[src/rtl/snax_dream_ctrl_if.sv]
// Handshake/control bundle between the DREAM shell environment and its sequencer.
// Data buses bypass this bundle; only CSR words, valid/ready and mode travel here.
interface snax_dream_ctrl_if #(
    parameter int unsigned RegRWCount   = 3,
    parameter int unsigned RegROCount   = 2,
    parameter int unsigned RegDataWidth = 32
);
    logic [RegRWCount*RegDataWidth-1:0] csr_reg_set_i;
    logic                               csr_reg_set_valid_i;
    logic                               csr_reg_set_ready_o;
    logic [RegROCount*RegDataWidth-1:0] csr_reg_ro_set_o;
    logic                               stream2acc_0_valid_i;
    logic                               stream2acc_0_ready_o;
    logic                               stream2acc_1_valid_i;
    logic                               stream2acc_1_ready_o;
    logic                               acc2stream_0_valid_o;
    logic                               acc2stream_0_ready_i;
    logic                               dp_in_valid_o;
    logic                               dp_in_ready_i;
    logic                               dp_out_valid_i;
    logic                               dp_out_ready_o;
    logic                               dp_mode_o;

    modport master (
        output csr_reg_set_i, csr_reg_set_valid_i, stream2acc_0_valid_i, stream2acc_1_valid_i,
               acc2stream_0_ready_i, dp_in_ready_i, dp_out_valid_i,
        input  csr_reg_set_ready_o, csr_reg_ro_set_o, stream2acc_0_ready_o, stream2acc_1_ready_o,
               acc2stream_0_valid_o, dp_in_valid_o, dp_out_ready_o, dp_mode_o
    );

    modport slave (
        input  csr_reg_set_i, csr_reg_set_valid_i, stream2acc_0_valid_i, stream2acc_1_valid_i,
               acc2stream_0_ready_i, dp_in_ready_i, dp_out_valid_i,
        output csr_reg_set_ready_o, csr_reg_ro_set_o, stream2acc_0_ready_o, stream2acc_1_ready_o,
               acc2stream_0_valid_o, dp_in_valid_o, dp_out_ready_o, dp_mode_o
    );
endinterface

[src/rtl/snax_dream_ctrl.sv]
// DREAM shell sequencer: accepts a job, joins the two input streams into datapath
// issues, throttles outstanding beats and reports busy/done and job cycle count.
module snax_dream_ctrl #(
    parameter int unsigned RegRWCount     = 3,
    parameter int unsigned RegROCount     = 2,
    parameter int unsigned RegDataWidth   = 32,
    parameter int unsigned CntWidth       = 32,
    parameter int unsigned MaxOutstanding = 8
) (
    input logic              clk_i,
    input logic              rst_i,
    snax_dream_ctrl_if.slave bus
);

    typedef enum logic [1:0] {IDLE, RUN, DRAIN} state_t;

    state_t              state;
    logic [CntWidth-1:0] n_q, l_eff_q, issue_cnt, retire_cnt, cyc_cnt, cyc_last_q;
    logic                mode_q, done_q, busy_q;

    logic [CntWidth-1:0] job_n, job_l, outstanding;
    logic                can_issue, issue_fire, retire_ok, retire_fire, job_fire;
    logic [RegROCount*RegDataWidth-1:0] ro_set;
    logic                unused_set;

    function automatic logic [CntWidth-1:0] clamp_limit(input logic [CntWidth-1:0] l);
        if (l == '0 || l > CntWidth'(MaxOutstanding)) return CntWidth'(MaxOutstanding);
        return l;
    endfunction

    function automatic logic [CntWidth-1:0] sat_inc(input logic [CntWidth-1:0] v);
        return (v == '1) ? v : v + 1'b1;
    endfunction

    assign job_n       = bus.csr_reg_set_i[CntWidth-1:0];
    assign job_l       = bus.csr_reg_set_i[2*RegDataWidth +: CntWidth];
    assign unused_set  = ^bus.csr_reg_set_i;
    assign outstanding = issue_cnt - retire_cnt;

    assign can_issue = (state == RUN) && (outstanding < l_eff_q);
    // Each stream's ready depends only on the other stream's valid, so A and B fire together.
    assign bus.dp_in_valid_o        = can_issue & bus.stream2acc_0_valid_i & bus.stream2acc_1_valid_i;
    assign bus.stream2acc_0_ready_o = can_issue & bus.stream2acc_1_valid_i & bus.dp_in_ready_i;
    assign bus.stream2acc_1_ready_o = can_issue & bus.stream2acc_0_valid_i & bus.dp_in_ready_i;
    assign issue_fire               = bus.dp_in_valid_o & bus.dp_in_ready_i;

    // A result with nothing outstanding is a protocol error and is swallowed.
    assign retire_ok                = (state != IDLE) && (outstanding != '0);
    assign bus.acc2stream_0_valid_o = retire_ok & bus.dp_out_valid_i;
    assign bus.dp_out_ready_o       = (state != IDLE) & bus.acc2stream_0_ready_i;
    assign retire_fire              = bus.acc2stream_0_valid_o & bus.acc2stream_0_ready_i;

    assign bus.csr_reg_set_ready_o = (state == IDLE);
    assign job_fire                = bus.csr_reg_set_valid_i & bus.csr_reg_set_ready_o;
    assign bus.dp_mode_o           = mode_q;

    always_ff @(posedge clk_i) begin
        if (rst_i) begin
            state      <= IDLE;
            n_q        <= '0;
            l_eff_q    <= '0;
            mode_q     <= 1'b0;
            issue_cnt  <= '0;
            retire_cnt <= '0;
            cyc_cnt    <= '0;
            cyc_last_q <= '0;
            done_q     <= 1'b0;
            busy_q     <= 1'b0;
        end else begin
            case (state)
                IDLE: begin
                    if (job_fire) begin
                        n_q        <= job_n;
                        mode_q     <= bus.csr_reg_set_i[RegDataWidth];
                        l_eff_q    <= clamp_limit(job_l);
                        issue_cnt  <= '0;
                        retire_cnt <= '0;
                        cyc_cnt    <= '0;
                        if (job_n == '0) begin
                            done_q     <= 1'b1;
                            cyc_last_q <= '0;
                        end else begin
                            done_q <= 1'b0;
                            busy_q <= 1'b1;
                            state  <= RUN;
                        end
                    end
                end
                default: begin
                    cyc_cnt <= sat_inc(cyc_cnt);
                    if (issue_fire)  issue_cnt  <= issue_cnt + 1'b1;
                    if (retire_fire) retire_cnt <= retire_cnt + 1'b1;
                    if (state == RUN && issue_fire && (issue_cnt + 1'b1) == n_q)
                        state <= DRAIN;
                    // Completion is seen the cycle after the last retire, hence the +1.
                    if (state == DRAIN && retire_cnt == n_q) begin
                        state      <= IDLE;
                        done_q     <= 1'b1;
                        busy_q     <= 1'b0;
                        cyc_last_q <= sat_inc(cyc_cnt);
                    end
                end
            endcase
        end
    end

    always_comb begin
        ro_set                           = '0;
        ro_set[1:0]                      = {done_q, busy_q};
        ro_set[RegDataWidth +: CntWidth] = cyc_last_q;
    end

    assign bus.csr_reg_ro_set_o = ro_set;

endmodule

[src/flat_wrapper.sv]
// flat-port wrapper written by rule: the top's interface ports become plain ports
module snax_dream_ctrl_flat 
#(
    parameter int unsigned RegRWCount     = 3,
    parameter int unsigned RegROCount     = 2,
    parameter int unsigned RegDataWidth   = 32,
    parameter int unsigned CntWidth       = 32,
    parameter int unsigned MaxOutstanding = 8
)
  (clk_i, rst_i, bus_csr_reg_set_i, bus_csr_reg_set_valid_i, bus_stream2acc_0_valid_i, bus_stream2acc_1_valid_i, bus_acc2stream_0_ready_i, bus_dp_in_ready_i, bus_dp_out_valid_i, bus_csr_reg_set_ready_o, bus_csr_reg_ro_set_o, bus_stream2acc_0_ready_o, bus_stream2acc_1_ready_o, bus_acc2stream_0_valid_o, bus_dp_in_valid_o, bus_dp_out_ready_o, bus_dp_mode_o);
  snax_dream_ctrl_if #(.RegRWCount(RegRWCount), .RegROCount(RegROCount), .RegDataWidth(RegDataWidth)) bus_i ();
  input logic clk_i;
  input logic rst_i;
  input wire logic [$bits(bus_i.csr_reg_set_i)-1:0] bus_csr_reg_set_i;
  input wire logic [$bits(bus_i.csr_reg_set_valid_i)-1:0] bus_csr_reg_set_valid_i;
  input wire logic [$bits(bus_i.stream2acc_0_valid_i)-1:0] bus_stream2acc_0_valid_i;
  input wire logic [$bits(bus_i.stream2acc_1_valid_i)-1:0] bus_stream2acc_1_valid_i;
  input wire logic [$bits(bus_i.acc2stream_0_ready_i)-1:0] bus_acc2stream_0_ready_i;
  input wire logic [$bits(bus_i.dp_in_ready_i)-1:0] bus_dp_in_ready_i;
  input wire logic [$bits(bus_i.dp_out_valid_i)-1:0] bus_dp_out_valid_i;
  output wire logic [$bits(bus_i.csr_reg_set_ready_o)-1:0] bus_csr_reg_set_ready_o;
  output wire logic [$bits(bus_i.csr_reg_ro_set_o)-1:0] bus_csr_reg_ro_set_o;
  output wire logic [$bits(bus_i.stream2acc_0_ready_o)-1:0] bus_stream2acc_0_ready_o;
  output wire logic [$bits(bus_i.stream2acc_1_ready_o)-1:0] bus_stream2acc_1_ready_o;
  output wire logic [$bits(bus_i.acc2stream_0_valid_o)-1:0] bus_acc2stream_0_valid_o;
  output wire logic [$bits(bus_i.dp_in_valid_o)-1:0] bus_dp_in_valid_o;
  output wire logic [$bits(bus_i.dp_out_ready_o)-1:0] bus_dp_out_ready_o;
  output wire logic [$bits(bus_i.dp_mode_o)-1:0] bus_dp_mode_o;
  assign bus_i.csr_reg_set_i = bus_csr_reg_set_i;
  assign bus_i.csr_reg_set_valid_i = bus_csr_reg_set_valid_i;
  assign bus_i.stream2acc_0_valid_i = bus_stream2acc_0_valid_i;
  assign bus_i.stream2acc_1_valid_i = bus_stream2acc_1_valid_i;
  assign bus_i.acc2stream_0_ready_i = bus_acc2stream_0_ready_i;
  assign bus_i.dp_in_ready_i = bus_dp_in_ready_i;
  assign bus_i.dp_out_valid_i = bus_dp_out_valid_i;
  assign bus_csr_reg_set_ready_o = bus_i.csr_reg_set_ready_o;
  assign bus_csr_reg_ro_set_o = bus_i.csr_reg_ro_set_o;
  assign bus_stream2acc_0_ready_o = bus_i.stream2acc_0_ready_o;
  assign bus_stream2acc_1_ready_o = bus_i.stream2acc_1_ready_o;
  assign bus_acc2stream_0_valid_o = bus_i.acc2stream_0_valid_o;
  assign bus_dp_in_valid_o = bus_i.dp_in_valid_o;
  assign bus_dp_out_ready_o = bus_i.dp_out_ready_o;
  assign bus_dp_mode_o = bus_i.dp_mode_o;
  snax_dream_ctrl #(.RegRWCount(RegRWCount), .RegROCount(RegROCount), .RegDataWidth(RegDataWidth), .CntWidth(CntWidth), .MaxOutstanding(MaxOutstanding)) u_core (.clk_i(clk_i), .rst_i(rst_i), .bus(bus_i));
endmodule
[config.mk]
export PLATFORM = sky130hd
export DESIGN_NAME = snax_dream_ctrl_flat
export DESIGN_NICKNAME = d
export VERILOG_FILES = /design/src/rtl/snax_dream_ctrl_if.sv /design/src/rtl/snax_dream_ctrl.sv /design/src/flat_wrapper.sv
export SDC_FILE = /design/constraint.sdc
export NUM_CORES = 1
export LEC_CHECK = 0
export CORE_UTILIZATION = 25
export DETAILED_ROUTE_END_ITERATION = 12
export GPL_TIMING_DRIVEN = 0
export PLACE_DENSITY = 0.51
export SYNTH_ARGS = -nofsm -noshare
export SYNTH_HDL_FRONTEND = slang
export SYNTH_SLANG_ARGS = --single-unit
[constraint.sdc]
create_clock -name clk_i -period 5.5 [get_ports clk_i]
set_input_delay 0.825 -clock clk_i [delete_from_list [all_inputs] [get_ports clk_i]]
set_output_delay 0.825 -clock clk_i [all_outputs]
set_load 0.005 [all_outputs]
==> flow_summary.json <==
{
  "skew_ps": 16.1,
  "fin_crit_sh_pct": 97.0,
  "maxCapViolCount": 0,
  "nets": 2019,
  "cts_root_buf": "clkbuf_16",
  "antenna_found_initial": 0,
  "post-route-util_pct": 32.3,
  "cp_data_required_time_ps": 4680,
  "mostFrequentLayoutCells": "nand2_1 (193), nor2_1 (185), dfxtp_1 (166), a21oi_1 (137), clkdlybuf4s50_1 (110)",
  "dieArea_mm2": 0.0514,
  "syn-instance-count": 1665,
  "end_kind": "primary output",
  "cts.htree.levels": 4,
  "power.total_w": 0.00335,
  "path_buf_inv": 2,
  "clkLatencyLatePin_ps": 470,
  "min_path_cells": 2,
  "finalSetupViolCount": 0,
  "syn_area_per_cell_um2": 7.58,
  "cts_inserted_buffers": 17,
  "initial_core_util_pct": 25.6,
  "synth_edf_count": 0,
  "dpl.hpwl_um": 34500,
  "avgRoutedWirePerCell_um": 17.5,
  "relSlewSlack_pct": 18.4,
  "portBuffers": 113,
  "critPathMaxStageDelay_ps": 400,
  "viasPerCell": 4.89,
  "grt_pass1_vias": 12000,
  "die_y_um": 227,
  "clock_path_buffers": 2,
  "r2r_cells": 21,
  "drt_iter0_markers": 656,
  "cp_common_cell": "a21o_1",
  "finalMaxSlewViolations": 0,
  "min_path_type": "reg -> reg",
  "synth-main-ff-cell": "dfxtp_1",
  "startpoint_type": "flop",
  "core_mm2": 0.0494,
  "cts_tree": "yes",
  "drc": 0,
  "max_slew.worst_pin.slew_ps": 1210,
  "worst-path-max-fanout": 7,
  "ant_nets": 0,
  "finalWirelength_um": 44200,
  "worst_ep_arrival_time_ps": 4510,
  "ir_drop_uv": 211,
  "area_growth_pct": 26.4,
  "grt_max_degree": 19,
  "period_needed_ps": 5330,
  "fmax_mhz": 188,
  "async_flop_share_pct": 0,
  "yosysWarnings": 0,
  "crit_chain": "inv_1, ha_2, and3_1, o2111ai_2, o211ai_1, a21oi_2, o31a_1, xnor2_2, ha_1, a21o_1, a21o_1, a21o_1, a21o_1, a211o_4, nor2_4, nand2_2, nor2_1, buf_2",
  "rows": 81,
  "grt_pass1_wl_um": 68000,
  "first_pass_iters": 5,
  "cp_num_cells": 18,
  "total_leakage_power_nw": 6.34,
  "ys_seq_area_share_pct": 31.3,
  "synth.distinct_cells": 75,
  "io_pins": 175,
  "synth-seq-cells": 197,
  "overflow": 0,
  "cp_slowest_cell": "ha_2",
  "track_usage_pct": 17.3,
  "hold_viol": 0,
  "fp.dieW_um": 227,
  "cp_top_family": "compound AO/OA/AOI/OAI gates",
  "grt_setup_unrepaired": "false",
  "clkTransAtPathRegs_ps": 80,
  "netlist_area_mm2": 0.0126,
  "gp_congestion": 0.879,
  "layout-drive-gt1-share_pct": 12.7,
  "num_vias": 12300,
  "numClockSinks": 197,
  "criticalPathCategory": "reg -> out",
  "cellPowerDensity_mw_per_mm2": 210,
  "status": "completed",
  "layout_commonest_cell": "nand2_1",
  "n_antenna_cell": 0
}
[path summary, 6_finish.rpt]
kind | from | endpoint | slack (ps)
setup / recovery | u_core.retire_cnt[8] | bus_stream2acc_1_ready_o | 170
hold / removal | u_core.l_eff_q[31] | u_core.l_eff_q[31] | 440
setup reg to reg | u_core.retire_cnt[8] | u_core.issue_cnt[31] | 240
hold reg to reg | u_core.l_eff_q[31] | u_core.l_eff_q[31] | 440
[metal layers]
metal	part of all wire [%]	GRT usage, %	up-vias
met3	3.7	2.55	79
li1	-	-	6138
met4	3.7	7.48	0
met1	46	22.3	5835
met5	0	0	-
met2	47	28.6	288
[tightest hold or removal path: stages (launching register included)]
cell and delay, ps:
dfxtp_1 300, inv_1 60, nor2_1 40
[what timing repair did]
action / in CTS / in global routing
pin swaps: 11 / 33
hold buffers: 0 / 0
cloned: 0 / 0
endpoints found under the setup margin: 34 / 28
gates resized for setup: 73 / 79
buffers inserted: 10 / 14
[report_power, final]
part	total, W	internal [W]	switching (W)	leakage [nW]
registers	0.00147	0.00144	0.0000292	1.61
clock network	0.00130	0.000654	0.000649	0.282
logic	0.000586	0.000254	0.000332	4.45
[flip-flops by register name, summed over array words and instances (netlist names)]
name,cells
u_core.issue_cnt,32
u_core.l_eff_q,32
u_core.busy_q,1
u_core.done_q,1
u_core.retire_cnt,32
u_core.bus.dp_mode_o,1
u_core.cyc_last_q,32
u_core.cyc_cnt,32
u_core.state,2
u_core.n_q,32
[through the flow]
stage / setup TNS [ps] / hold slack, ps / instances / setup slack (ps) / cell area, µm²
2_1_floorplan: 0 / 422 / 1694 / 461 / 12700
3_3_place_gp: -48930 / 430 / 2471 / -1650 / 14700
3_5_place_dp: -5530 / 435 / 2472 / -364 / 14700
4_1_cts: -1.18 / 447 / 2513 / -1.18 / 15600
5_1_grt: 0 / 455 / 2526 / 0.703 / 15900
6_report: 0 / 442 / 2526 / 167 / 15900
[synthesized netlist by cell type, types with 25 or more instances]
master,number,area [µm²]
xnor2_1,62,543
and3_1,39,244
nand3_1,57,285
clkbuf_1,56,210
nor3_1,62,310
dfxtp_1,197,3940
inv_1,82,308
nand2_1,197,739
nand4_1,33,206
ha_1,65,813
nor4_1,35,219
buf_4,32,240
o21ai_0,58,290
a21oi_1,148,741
a21o_1,25,188
xor2_1,82,718
nor2_1,186,698
[logic make-up after synthesis]
family                     after synthesis  synth area share, %
xor gates and xnor gates               144                 10.0
muxes                                   19                 1.54
buffers and inverters                  188                 6.77
DFF                                    197                 31.3
and+or+nand+nor                        684                 25.8
adders and majority gates               66                 6.61
other                                    1               0.0297
AOI/OAI and AO/OA                      366                 18.0
[area by class of cell]
type | instances | area (µm²)
Buffer | 103 | 569
Clock buffer | 19 | 443
Clock inverter | 13 | 146
Fill cell | 5271 | 33400
Inverter | 83 | 312
Multi-Input combinational cell | 1309 | 8320
Sequential cell | 197 | 4020
Tap cell | 664 | 831
Timing Repair Buffer | 138 | 1310
(Power assumes the default switching activity.)
